## config.mk

```make
export PLATFORM = sky130hd
export DESIGN_NAME = tpu_result_drain_flat
export DESIGN_NICKNAME = d
export VERILOG_FILES = /design/src/rtl/tpu_drain_pkg.sv /design/src/rtl/tpu_result_drain_if.sv /design/src/rtl/lane_next_picker.sv /design/src/rtl/tpu_result_drain.sv /design/src/flat_wrapper.sv
export SDC_FILE = /design/constraint.sdc
export NUM_CORES = 1
export LEC_CHECK = 0
export BUFFER_PORTS_ARGS = -buffer_cell sky130_fd_sc_hd__clkbuf_2
export CORE_ASPECT_RATIO = 2
export CORE_MARGIN = 1
export CORE_UTILIZATION = 34
export CTS_BUF_LIST = sky130_fd_sc_hd__clkbuf_4 sky130_fd_sc_hd__clkbuf_8 sky130_fd_sc_hd__clkbuf_16
export DETAILED_ROUTE_END_ITERATION = 7
export GPL_TIMING_DRIVEN = 0
export SLEW_MARGIN = 30
export SYNTH_ARGS = -nofsm -noshare
export SYNTH_HDL_FRONTEND = slang
export SYNTH_SLANG_ARGS = --single-unit
export TNS_END_PERCENT = 100
```

## constraint.sdc

```tcl
create_clock -name clk -period 2.6 [get_ports clk]
set_input_delay 0.26 -clock clk [delete_from_list [all_inputs] [get_ports clk]]
set_output_delay 0.26 -clock clk [all_outputs]
set_load 0.005 [all_outputs]
```

## src/rtl/tpu_drain_pkg.sv

```systemverilog
// ---------------------------------------------------------------------------
// tpu_drain_pkg
// Shared types and constants for the TPU result drain.
//   drain_state_t : drain FSM state encoding (IDLE / DRAIN)
//   LANE_W        : lane index width for the default 9-lane build
// ---------------------------------------------------------------------------
package tpu_drain_pkg;

  typedef enum logic [0:0] {
    IDLE  = 1'b0,
    DRAIN = 1'b1
  } drain_state_t;

  localparam int NUM_UNITS_DEF = 9;
  localparam int LANE_W        = $clog2(NUM_UNITS_DEF);

endpackage

```

## src/rtl/tpu_result_drain_if.sv

```systemverilog
// ---------------------------------------------------------------------------
// tpu_result_drain_if
// Valid/ready result stream carrying one lane value per beat.
//   m_valid : beat valid                 (master -> slave)
//   m_ready : downstream ready           (slave  -> master)
//   m_data  : lane value                 (master -> slave)
//   m_index : result index in the frame  (master -> slave)
//   m_last  : last result of the frame   (master -> slave)
// ---------------------------------------------------------------------------
interface tpu_result_drain_if #(
  parameter int DATA_WIDTH = 16,
  parameter int IDX_W      = 4
);

  logic                  m_valid;
  logic                  m_ready;
  logic [DATA_WIDTH-1:0] m_data;
  logic [IDX_W-1:0]      m_index;
  logic                  m_last;

  modport master (
    output m_valid,
    output m_data,
    output m_index,
    output m_last,
    input  m_ready
  );

  modport slave (
    input  m_valid,
    input  m_data,
    input  m_index,
    input  m_last,
    output m_ready
  );

endinterface

```

## src/rtl/lane_next_picker.sv

```systemverilog
// ---------------------------------------------------------------------------
// lane_next_picker
// Combinational search for the lowest set mask bit strictly above `lane`.
// `lane` is signed one bit wider than a lane number, so all-ones (-1) asks
// for the first set lane of the mask.
//   mask      : lane enable mask
//   lane      : current lane (signed, -1 = before lane 0)
//   next_lane : lowest set lane above `lane` (0 when none_left)
//   none_left : no set lane above `lane`
// ---------------------------------------------------------------------------
module lane_next_picker #(
  parameter int NUM_UNITS = 9,
  parameter int LW        = 4
) (
  input  logic [NUM_UNITS-1:0] mask,
  input  logic [LW:0]          lane,
  output logic [LW-1:0]        next_lane,
  output logic                 none_left
);

  // Scan downwards so the lowest qualifying lane is the one that sticks.
  always_comb begin
    next_lane = {LW{1'b0}};
    none_left = 1'b1;
    for (int i = NUM_UNITS - 1; i >= 0; i--) begin
      if (mask[i] && ($signed({1'b0, LW'(i)}) > $signed(lane))) begin
        next_lane = LW'(i);
        none_left = 1'b0;
      end else begin
        next_lane = next_lane;
        none_left = none_left;
      end
    end
  end

endmodule

```

## src/rtl/tpu_result_drain.sv

```systemverilog
// ---------------------------------------------------------------------------
// tpu_result_drain
// Captures the TPU lane vector on the rising edge of `done` and serializes
// the enabled lanes, lowest first, onto a valid/ready stream with a running
// result index that wraps at RESULT_COUNT.
//
// Ports:
//   clk          : rising-edge clock
//   reset        : synchronous, active-low
//   done         : TPU completion level (rising edge = capture event)
//   relu_out     : packed lane results [NUM_UNITS-1:0][DATA_WIDTH-1:0]
//   active_units : lane enable mask, sampled at capture
//   frame_start  : one-cycle pulse, clears index and overflow
//   m            : result stream (master modport)
//   busy         : high while draining (or a capture is pending)
//   overflow     : sticky, a capture event was dropped
//   frame_done   : one-cycle pulse after the beat carrying m_last
//
// Build option: define TPU_DRAIN_DOUBLE_BUF_EN to add a single pending
// capture slot that absorbs one capture event arriving mid-drain.
// ---------------------------------------------------------------------------
module tpu_result_drain
  import tpu_drain_pkg::*;
#(
  parameter int DATA_WIDTH   = 16,
  parameter int NUM_UNITS    = 9,
  parameter int RESULT_COUNT = 9,
  parameter int IDX_W        = $clog2(RESULT_COUNT)
) (
  input  logic                                 clk,
  input  logic                                 reset,
  input  logic                                 done,
  input  logic [NUM_UNITS-1:0][DATA_WIDTH-1:0] relu_out,
  input  logic [NUM_UNITS-1:0]                 active_units,
  input  logic                                 frame_start,
  tpu_result_drain_if.master                   m,
  output logic                                 busy,
  output logic                                 overflow,
  output logic                                 frame_done
);

  localparam int LW = (NUM_UNITS > 1) ? $clog2(NUM_UNITS) : 1;
  localparam logic [0:0]       S_IDLE   = IDLE;
  localparam logic [0:0]       S_DRAIN  = DRAIN;
  localparam logic [IDX_W-1:0] LAST_IDX = IDX_W'(RESULT_COUNT - 1);

  logic [0:0]                           state_r;
  logic                                 done_q_r;
  logic [NUM_UNITS-1:0][DATA_WIDTH-1:0] cap_data_r;
  logic [NUM_UNITS-1:0]                 cap_mask_r;
  logic [LW-1:0]                        lane_r;
  logic [IDX_W-1:0]                     index_r;
  logic                                 m_valid_r;
  logic [DATA_WIDTH-1:0]                m_data_r;
  logic                                 m_last_r;
  logic                                 busy_r;
  logic                                 overflow_r;
  logic                                 frame_done_r;

  logic                                 xfer_s;
  logic                                 cap_evt_s;
  logic                                 final_xfer_s;
  logic                                 window_s;
  logic                                 load_s;
  logic                                 drop_s;
  logic                                 pend_nxt_s;
  logic [NUM_UNITS-1:0][DATA_WIDTH-1:0] src_data_s;
  logic [NUM_UNITS-1:0]                 src_mask_s;
  logic [LW-1:0]                        cur_next_s;
  logic                                 cur_none_s;
  logic [LW-1:0]                        first_lane_s;
  logic                                 first_none_s;
  logic [0:0]                           state_nxt_s;
  logic                                 valid_nxt_s;
  logic [LW-1:0]                        lane_nxt_s;
  logic [DATA_WIDTH-1:0]                data_nxt_s;
  logic [IDX_W-1:0]                     index_nxt_s;
  logic                                 overflow_nxt_s;

  assign m.m_valid  = m_valid_r;
  assign m.m_data   = m_data_r;
  assign m.m_index  = index_r;
  assign m.m_last   = m_last_r;
  assign busy       = busy_r;
  assign overflow   = overflow_r;
  assign frame_done = frame_done_r;

  // Next lane after the one currently on the stream.
  lane_next_picker #(.NUM_UNITS(NUM_UNITS), .LW(LW)) u_pick_cur (
    .mask      (cap_mask_r),
    .lane      ({1'b0, lane_r}),
    .next_lane (cur_next_s),
    .none_left (cur_none_s)
  );

  // First lane of whatever is about to be loaded (lane = -1).
  lane_next_picker #(.NUM_UNITS(NUM_UNITS), .LW(LW)) u_pick_first (
    .mask      (src_mask_s),
    .lane      ({(LW + 1){1'b1}}),
    .next_lane (first_lane_s),
    .none_left (first_none_s)
  );

  // Handshake, edge detect and capture window.
  always_comb begin
    xfer_s       = m_valid_r & m.m_ready;
    cap_evt_s    = done & ~done_q_r;
    final_xfer_s = (state_r == S_DRAIN) & xfer_s & cur_none_s;
    // Capture is accepted when idle, or when the final beat leaves this
    // cycle so the next vector follows with no bubble.
    window_s     = (state_r == S_IDLE) | final_xfer_s;
  end

`ifdef TPU_DRAIN_DOUBLE_BUF_EN
  logic [NUM_UNITS-1:0][DATA_WIDTH-1:0] pend_data_r;
  logic [NUM_UNITS-1:0]                 pend_mask_r;
  logic                                 pend_valid_r;
  logic                                 unload_s;
  logic                                 direct_s;
  logic                                 fill_s;

  // Route captures through the pending slot; the slot is older than any
  // same-cycle capture event, so it is always loaded first.
  always_comb begin
    unload_s = window_s & pend_valid_r;
    direct_s = cap_evt_s & window_s & ~pend_valid_r;
    fill_s   = cap_evt_s & ~direct_s & (~pend_valid_r | unload_s);
    drop_s   = cap_evt_s & ~direct_s & pend_valid_r & ~unload_s;
    load_s   = direct_s | unload_s;
    if (pend_valid_r) begin
      src_data_s = pend_data_r;
      src_mask_s = pend_mask_r;
    end else begin
      src_data_s = relu_out;
      src_mask_s = active_units;
    end
    if (fill_s) begin
      pend_nxt_s = 1'b1;
    end else if (unload_s) begin
      pend_nxt_s = 1'b0;
    end else begin
      pend_nxt_s = pend_valid_r;
    end
  end

  // Pending capture slot.
  always_ff @(posedge clk) begin
    if (!reset) begin
      pend_valid_r <= 1'b0;
      pend_data_r  <= '0;
      pend_mask_r  <= {NUM_UNITS{1'b0}};
    end else begin
      pend_valid_r <= pend_nxt_s;
      if (fill_s) begin
        pend_data_r <= relu_out;
        pend_mask_r <= active_units;
      end
    end
  end
`else
  // Single-buffered: capture only inside the window, drop otherwise.
  always_comb begin
    src_data_s = relu_out;
    src_mask_s = active_units;
    load_s     = window_s & cap_evt_s;
    drop_s     = cap_evt_s & ~window_s;
    pend_nxt_s = 1'b0;
  end
`endif

  // Drain FSM: load a new vector, step to the next set lane, or go idle.
  always_comb begin
    state_nxt_s = state_r;
    valid_nxt_s = m_valid_r;
    lane_nxt_s  = lane_r;
    data_nxt_s  = m_data_r;
    if (load_s) begin
      if (!first_none_s) begin
        state_nxt_s = S_DRAIN;
        valid_nxt_s = 1'b1;
        lane_nxt_s  = first_lane_s;
        data_nxt_s  = src_data_s[first_lane_s];
      end else begin
        // Empty mask: nothing to send, index untouched.
        state_nxt_s = S_IDLE;
        valid_nxt_s = 1'b0;
      end
    end else if (xfer_s && (state_r == S_DRAIN)) begin
      if (!cur_none_s) begin
        lane_nxt_s = cur_next_s;
        data_nxt_s = cap_data_r[cur_next_s];
      end else begin
        state_nxt_s = S_IDLE;
        valid_nxt_s = 1'b0;
      end
    end else begin
      state_nxt_s = state_r;
    end
  end

  // Result index and sticky overflow; frame_start wins over an increment.
  always_comb begin
    if (frame_start) begin
      index_nxt_s = {IDX_W{1'b0}};
    end else if (xfer_s) begin
      if (index_r == LAST_IDX) begin
        index_nxt_s = {IDX_W{1'b0}};
      end else begin
        index_nxt_s = index_r + IDX_W'(1);
      end
    end else begin
      index_nxt_s = index_r;
    end
    if (frame_start) begin
      overflow_nxt_s = 1'b0;
    end else if (drop_s) begin
      overflow_nxt_s = 1'b1;
    end else begin
      overflow_nxt_s = overflow_r;
    end
  end

  // State, capture and output registers.
  always_ff @(posedge clk) begin
    if (!reset) begin
      state_r      <= S_IDLE;
      done_q_r     <= 1'b0;
      cap_data_r   <= '0;
      cap_mask_r   <= {NUM_UNITS{1'b0}};
      lane_r       <= {LW{1'b0}};
      index_r      <= {IDX_W{1'b0}};
      m_valid_r    <= 1'b0;
      m_data_r     <= {DATA_WIDTH{1'b0}};
      m_last_r     <= 1'b0;
      busy_r       <= 1'b0;
      overflow_r   <= 1'b0;
      frame_done_r <= 1'b0;
    end else begin
      done_q_r     <= done;
      state_r      <= state_nxt_s;
      m_valid_r    <= valid_nxt_s;
      lane_r       <= lane_nxt_s;
      m_data_r     <= data_nxt_s;
      index_r      <= index_nxt_s;
      // m_last follows the index alone, not the lane position.
      m_last_r     <= (index_nxt_s == LAST_IDX);
      overflow_r   <= overflow_nxt_s;
      frame_done_r <= xfer_s & m_last_r;
      busy_r       <= (state_nxt_s == S_DRAIN) | pend_nxt_s;
      if (load_s) begin
        cap_data_r <= src_data_s;
        cap_mask_r <= src_mask_s;
      end
    end
  end

endmodule

```

## src/flat_wrapper.sv

```systemverilog
// flat-port wrapper written by rule: the top's interface ports become plain ports
module tpu_result_drain_flat import tpu_drain_pkg::*;
#(
  parameter int DATA_WIDTH   = 16,
  parameter int NUM_UNITS    = 9,
  parameter int RESULT_COUNT = 9,
  parameter int IDX_W        = $clog2(RESULT_COUNT)
)
  (clk, reset, done, relu_out, active_units, frame_start, busy, overflow, frame_done, m_m_valid, m_m_data, m_m_index, m_m_last, m_m_ready);
  tpu_result_drain_if #(.DATA_WIDTH(DATA_WIDTH), .IDX_W(IDX_W)) m_i ();
  input  logic clk;
  input  logic reset;
  input  logic done;
  input  logic [NUM_UNITS-1:0][DATA_WIDTH-1:0] relu_out;
  input  logic [NUM_UNITS-1:0] active_units;
  input  logic frame_start;
  output logic busy;
  output logic overflow;
  output logic frame_done;
  output wire logic [$bits(m_i.m_valid)-1:0] m_m_valid;
  output wire logic [$bits(m_i.m_data)-1:0] m_m_data;
  output wire logic [$bits(m_i.m_index)-1:0] m_m_index;
  output wire logic [$bits(m_i.m_last)-1:0] m_m_last;
  input wire logic [$bits(m_i.m_ready)-1:0] m_m_ready;
  assign m_m_valid = m_i.m_valid;
  assign m_m_data = m_i.m_data;
  assign m_m_index = m_i.m_index;
  assign m_m_last = m_i.m_last;
  assign m_i.m_ready = m_m_ready;
  tpu_result_drain #(.DATA_WIDTH(DATA_WIDTH), .NUM_UNITS(NUM_UNITS), .RESULT_COUNT(RESULT_COUNT), .IDX_W(IDX_W)) u_core (.clk(clk), .reset(reset), .done(done), .relu_out(relu_out), .active_units(active_units), .frame_start(frame_start), .m(m_i), .busy(busy), .overflow(overflow), .frame_done(frame_done));
endmodule
```

== Word-level counts from Yosys, hierarchy flattened ==
Index checks and enable logic that the tools add are counted.
Cells by class
  equality and inequality tests: 4
  shift-type cells: 0
  add/sub/neg operators: 1
  divide/modulo/power cells: 0
  reduce and logical (&&, ||, !) cells: 15
  order comparisons: 11
  $mul: 0
  bitwise logic cells: 12
  multiplexer cells: 55
Operators with widths (count)
  $bmux W16 S4: 2
  $mux W4: 25
  $mux W16: 6
  $mux W1: 22
  $gt A3 B4 Y1 const A: 4
  $logic_and A1 B1 Y1: 10
  $lt A4 B5 Y1 const B: 2
  $eq A4 B4 Y1 const B: 2
  $gt A1 B4 Y1 const A: 2
  $gt A2 B4 Y1 const A: 2
  $and A1 B1 Y1: 7
  $add A4 B1 Y4 const B: 1
  $gt A4 B4 Y1 const A: 1
  $not A1 Y1: 4
  $reduce_bool A2 Y1: 2
  $reduce_and A3 Y1: 1
  $ne A2 B1 Y1 const B: 1
  $ne A2 B2 Y1 const B: 1
  $reduce_and A2 Y1: 1
  $reduce_or A2 Y1: 1
  $or A1 B1 Y1: 1
Storage, ports and cells
  register bits after elaboration: 182
  memory bits (read-only): 0
  RAM bits: 0
  logic and storage cells: 116
  output and inout bits: 25
  memories kept: 0
  latch bits: 0
  input port bits: 158

== Logic depth before layout (Yosys ltp) ==
  depth after elaboration: 16
  gate-level depth with buffers: 12
  mapped depth without buffers: 7

== Hierarchy ==
Synthesis repeated with hierarchy kept, for this count alone.
Unflattened totals
  cell total of the unflattened synthesis: 1125
  area, all modules: 9507.9 µm²
Modules (own cells, without submodules)
  tpu_result_drain: instances 1, cells each 1037, sequential area each 3643.5 µm², area an instance 8849.7 µm²
  lane_next_picker: instances 2, cells each 44, sequential area each 0.0 µm², area an instance 329.1 µm²

== Worst setup path before layout ==
OpenSTA, ideal clock, no wires.
  kind: register to register
  start point: register u_core.lane_r[1]
  end point: register u_core.m_data_r[2], in the netlist u_core.m.m_data[2]
  setup time: 0.074 ns
  period minus slack after synthesis: 2.147 ns
  slack: 0.453 ns
  path buffers: 4
  stages on the path, launching flop included: 12
  required time: 2.526 ns
  data arrival time: 2.073 ns
  cell sequence: dfxtp_1 -> buf_4 -> o2bb2ai_1 -> a41oi_2 -> or3_1 -> buf_2 -> o21a_1 -> buf_2 -> buf_6 -> nor2_1 -> nand4_1 -> a31oi_1
Between the ends
  longest elaborated chain between the ends: 16
  elaborated cells between the ends (all ways): 48
  those cells by class: order compare: 9; eq/ne: 2; mux: 23; bitwise: 3; reduce/logical: 11
Ends and longest elaborated chain
  start, declared: line tpu_result_drain.sv:51  | logic [LW-1:0] lane_r;
  start signal, assigned: line tpu_result_drain.sv:230  | lane_r <= {LW{1'b0}};
  start signal, assigned: line tpu_result_drain.sv:242  | lane_r <= lane_nxt_s;
  $gt A4 B4 Y1: line lane_next_picker.sv:26  | if (mask[i] && ($signed({1'b0, LW'(i)}) > $signed(lane))) begin
  $logic_and A1 B1 Y1: line lane_next_picker.sv:26
  $mux W4 or $mux W1 (tied branches) (9 in a row): line lane_next_picker.sv:26
  $bmux W16 S4 or $and A1 B1 Y1 (tied branches): line tpu_result_drain.sv:191, tpu_result_drain.sv:108
  $mux W16 (not written as such) or $or A1 B1 Y1 (tied branches): line tpu_result_drain.sv:191, tpu_result_drain.sv:111
  $mux W16 or $and A1 B1 Y1 (tied branches): line tpu_result_drain.sv:189, tpu_result_drain.sv:165
  $mux W16 (tied with other cells): line tpu_result_drain.sv:188  | end else if (xfer_s && (state_r == S_DRAIN)) begin
  $mux W16 or $reduce_and A3 Y1 (tied branches)
  end signal, assigned: line tpu_result_drain.sv:233  | m_data_r <= {DATA_WIDTH{1'b0}};
  end signal, assigned: line tpu_result_drain.sv:243  | m_data_r <= data_nxt_s;
  end, declared: line tpu_result_drain.sv:54  | logic [DATA_WIDTH-1:0] m_data_r;
Parallel ways exist; a longest one is shown, timed or not. The select of a mux whose other input is x is not followed.
A chain may end at the register's enable or synchronous reset.

== Worst setup path after layout ==
  start point: register u_core.lane_r[1]
  end point: register u_core.m_data_r[10], in the netlist u_core.m.m_data[10]
The elaborated chain is that of the path after synthesis.

==> summary.txt <==
Clock network
  – Clock slew at reported path FFs: 0.07 ns
  – Hold buffer count at cts: 0
  – CTS sink cnt: 181
  – Root Driver: clkbuf_16
  – H-tree Lvls: 4
  – CTS buffer count: 17
  – Clock Tree Buf Depth: 2
  – Worst-Skew Late Latency: 0.47 ns
  – TritonCTS clock tree: yes

Floorplan
  – Site Rows: 86
  – Initial cell density of the core: 34.5%
  – Ports: 183
  – Die Wd: 120 µm
  – Die Ht: 238 µm
  – Die Footprint: 28,700 µm²
  – Core Region: 27,500 µm²

Detailed routing
  – # DRC: 0
  – Total Routed Length: 44,400 µm
  – DR iter-0 viols: 743
  – Routed Antenna Nets: 0
  – First-pass iteration count of the detailed router: 6
  – Vias: 10,300
  – DR vias/cell: 5.58
  – DR WL/cell: 24.0 µm

Place
  – Pre-CTS WS: -0.684 ns
  – DP HPWL: 35,500 µm
  – Final GP Congestion: 1.00
  – I/O Buffers: 182

STA
  – Max-slew violations: 0
  – Final worst-path cycle share: 97.8%
  – Setup TNS Final: 0 ns
  – Hold Vio Cnt, Final: 0
  – Slew HR: 42.4%
  – Fmax: 393 MHz
  – RSZ-0062 raised after global routing: true
  – Worst-margin pin slew: 0.856 ns
  – Clock skew: 0.0179 ns
  – Min cycle time layout: 2.54 ns
  – Hold WS: 0.0355 ns
  – Post-route setup slack: 0.0584 ns
  – Final number of setup-violating endpoints: 0

Setup path
  – Crit path from: u_core.lane_r[1]
  – R2r endpoint: u_core.m.m_data[10]
  – CP dominant cell by count: a31oi_1
  – Startpoint types: register
  – Required time of the critical path: 2.95 ns
  – Reg2reg start: u_core.lane_r[1]
  – Crit path DAT: 2.90 ns
  – Crit path cell chain: buf_4 -> o21ba_1 -> o21ai_1 -> nand3_2 -> clkbuf_2 -> a31oi_1 -> a22oi_2 -> nand4_1 -> a31oi_1
  – CP Max Fanout: 10
  – Reg2reg setup slack: 0.06 ns
  – Setup Crit Path Kind: register to register
  – Setup crit end: u_core.m.m_data[10]
  – Slowest CP cell: o21ai_1
  – Worst Path Buf+Inv: 2
  – Delay-heaviest family, CP: compound AO/OA/AOI/OAI gates
  – Max incr delay on CP: 0.40 ns
  – Crit path depth: 9
  – Kind of end point of the critical path: register
  – FF-to-FF path depth: 9

Yosys
  – Post-synth EDFFs: 0
  – Gate Count Post-Synth: 1,274
  – Ys async rst share: 0%
  – Post-synthesis cell type count: 54
  – Post-synth top area cell: dfxtp_1
  – Post-synth top area share: 38.1%
  – Top post-synthesis cells by area: dfxtp_1 38%, nand2_1 17%, a21boi_1 7.1%, mux2i_1 5.1%, a21boi_0 5.1%
  – Seq/Total Area, Yosys: 38.1%
  – Syn Area/Cell: 7.46 µm²
  – Yosys warns: 0
  – Cell Area, Synth: 9510 µm²
  – Register bit total from synthesis: 181
  – Syn Nets: 1,434
  – Main synth FF type: dfxtp_1

Global routing
  – First-pass GRT wire length: 64,100 µm
  – Grt total ovfl: 0
  – Initial antenna violation count: 0
  – Vias in the first global route: 10,400
  – Largest net degree at the start of global routing: 17
  – Overall Global Routing Usage: 31.5%

Pwr
  – Sequential power share: 35.6%
  – Clk pwr share: 32.0%
  – Peak VDD IR: 490 µV
  – Internal Power: 5660 µW
  – Switch Pwr: 3400 µW
  – Logic pwr share: 32.3%
  – Power Density: 767 nW/µm²
  – Sw Ratio: 37.5%
  – LEAKAGE: 0.00482 µW

Cells and area
  – Share of layout cells above drive strength 1: 21.9%
  – Area Growth Syn to Fin: 24.2%
  – Final #Nets: 1,643
  – Fin util: 42.8%

Min path
  – Hold Path Class: primary input to register

Flow run
  – Max-cap viol count: 0

Status
  – Status: finished clean
-- worst min path at each step --
stage                       endpoint             startpoint  cells past startpoint  slack, ns
3_5_place_dp   u_core.cap_data_r[47]  u_core.cap_data_r[47]                      2       0.44
4_1_cts        u_core.cap_data_r[84]           relu_out[84]                      3       0.02
5_1_grt        u_core.cap_data_r[21]           relu_out[21]                      3       0.04
6_report       u_core.cap_data_r[22]           relu_out[22]                      3       0.04
3_3_place_gp   u_core.cap_data_r[72]  u_core.cap_data_r[72]                      2       0.44
2_1_floorplan        u_core.done_q_r                   done                      1       0.38
-- cell families (layout without fill, tap and decap cells) --
group | Yosys count | in the layout | synth area share (%)
AND/OR/NAND/NOR | 562 | 562 | 24.7
AO/OA/AOI/OAI | 369 | 369 | 26.7
flip-flops | 181 | 181 | 38.1
buffers and inverters | 111 | 333 | 5.13
multiplexers | 48 | 48 | 5.05
adder cells (fa/ha/maj) | 2 | 2 | 0.263
XOR/XNOR | 1 | 1 | 0.0921
other | 0 | 1 | 0
-- state kept, by name (all words and copies together) (netlist names) --
signal,count
u_core.cap_data_r,144
u_core.lane_r,4
u_core.frame_done,1
u_core.m.m_data,16
u_core.m.m_last,1
u_core.cap_mask_r,8
u_core.m.m_valid,1
u_core.overflow,1
u_core.m.m_index,4
u_core.done_q_r,1
-- cells in the mapped netlist (all sizes together), types with 2 or more instances --
cell / n
buf: 51
o21a: 5
mux2i: 48
a21o: 2
nand3: 37
o21bai: 3
o21ai: 55
nand2: 437
dfxtp: 181
a32oi: 16
o31ai: 2
and3: 2
nand4b: 2
nor3: 4
a311oi: 2
o211ai: 2
a31oi: 49
and2: 4
o211a: 2
nand4: 33
nor2b: 4
a21oi: 50
a21boi: 154
inv: 5
clkbuf: 55
ha: 2
nor4: 3
nand2b: 10
nor2: 21
a211o: 2
a22oi: 17
-- cells in the final DEF (no fill, tap or decap), types with 34 or more instances in the layout --
cell type  instances
a21oi_1           49
dfxtp_1          179
nand2_1          437
a21boi_1          90
clkbuf_1          34
nand3_1           35
a31oi_1           48
a21boi_0          64
mux2i_1           48
clkbuf_2         201
o21ai_0           52
-- worst reg2reg max path, delay by kind of cell, from the launching register on --
kind | cells | cell delay (ns)
flops | 1 | 0.33
compound gates | 5 | 1.21
simple gates | 2 | 0.47
buf+inv | 2 | 0.44
-- power by group through the flow --
stage / Combinational [µW] / Sequential (µW) / Clock, µW
after global placement: 2640 / 3280 / 0
final: 2930 / 3230 / 2900
after detailed placement: 2670 / 3280 / 0
after CTS: 2820 / 3220 / 2920
after floorplan: 1500 / 3210 / 0
after global routing: 3110 / 3250 / 3030
-- routing by layer --
layer	share of wire, %	global-route usage, %
met1	33	30.4
met3	5.5	5.33
met2	51	55.5
met4	11	30.6
met5	0	0
-- area by class of cell --
cell class,instances,area [µm²]
Multi-Input combinational cell,982,5540
Fill cell,2986,15700
Timing Repair Buffer,191,991
Tap cell,352,440
Antenna cell,1,2.50
Sequential cell,181,3630
Inverter,5,18.8
Buffer,105,538
Clock buffer,19,447
Clock inverter,13,195
-- repair_timing --
action                     in CTS  in global routing
setup buffers                   7                  2
gates resized for setup        34                 51
setup endpoints to repair     170                107
pin swaps                       7                  9
-- per-stage QoR --
stage | power (µW) | std cells | cell area (µm²)
finish | 9060 | 1849 | 11800
global route | 9390 | 1848 | 11800
CTS | 8970 | 1846 | 11700
detailed placement | 5950 | 1808 | 10900
global placement | 5910 | 1808 | 10900
floorplan | 4710 | 1274 | 9510
Power figures use the tool's default switching activity.
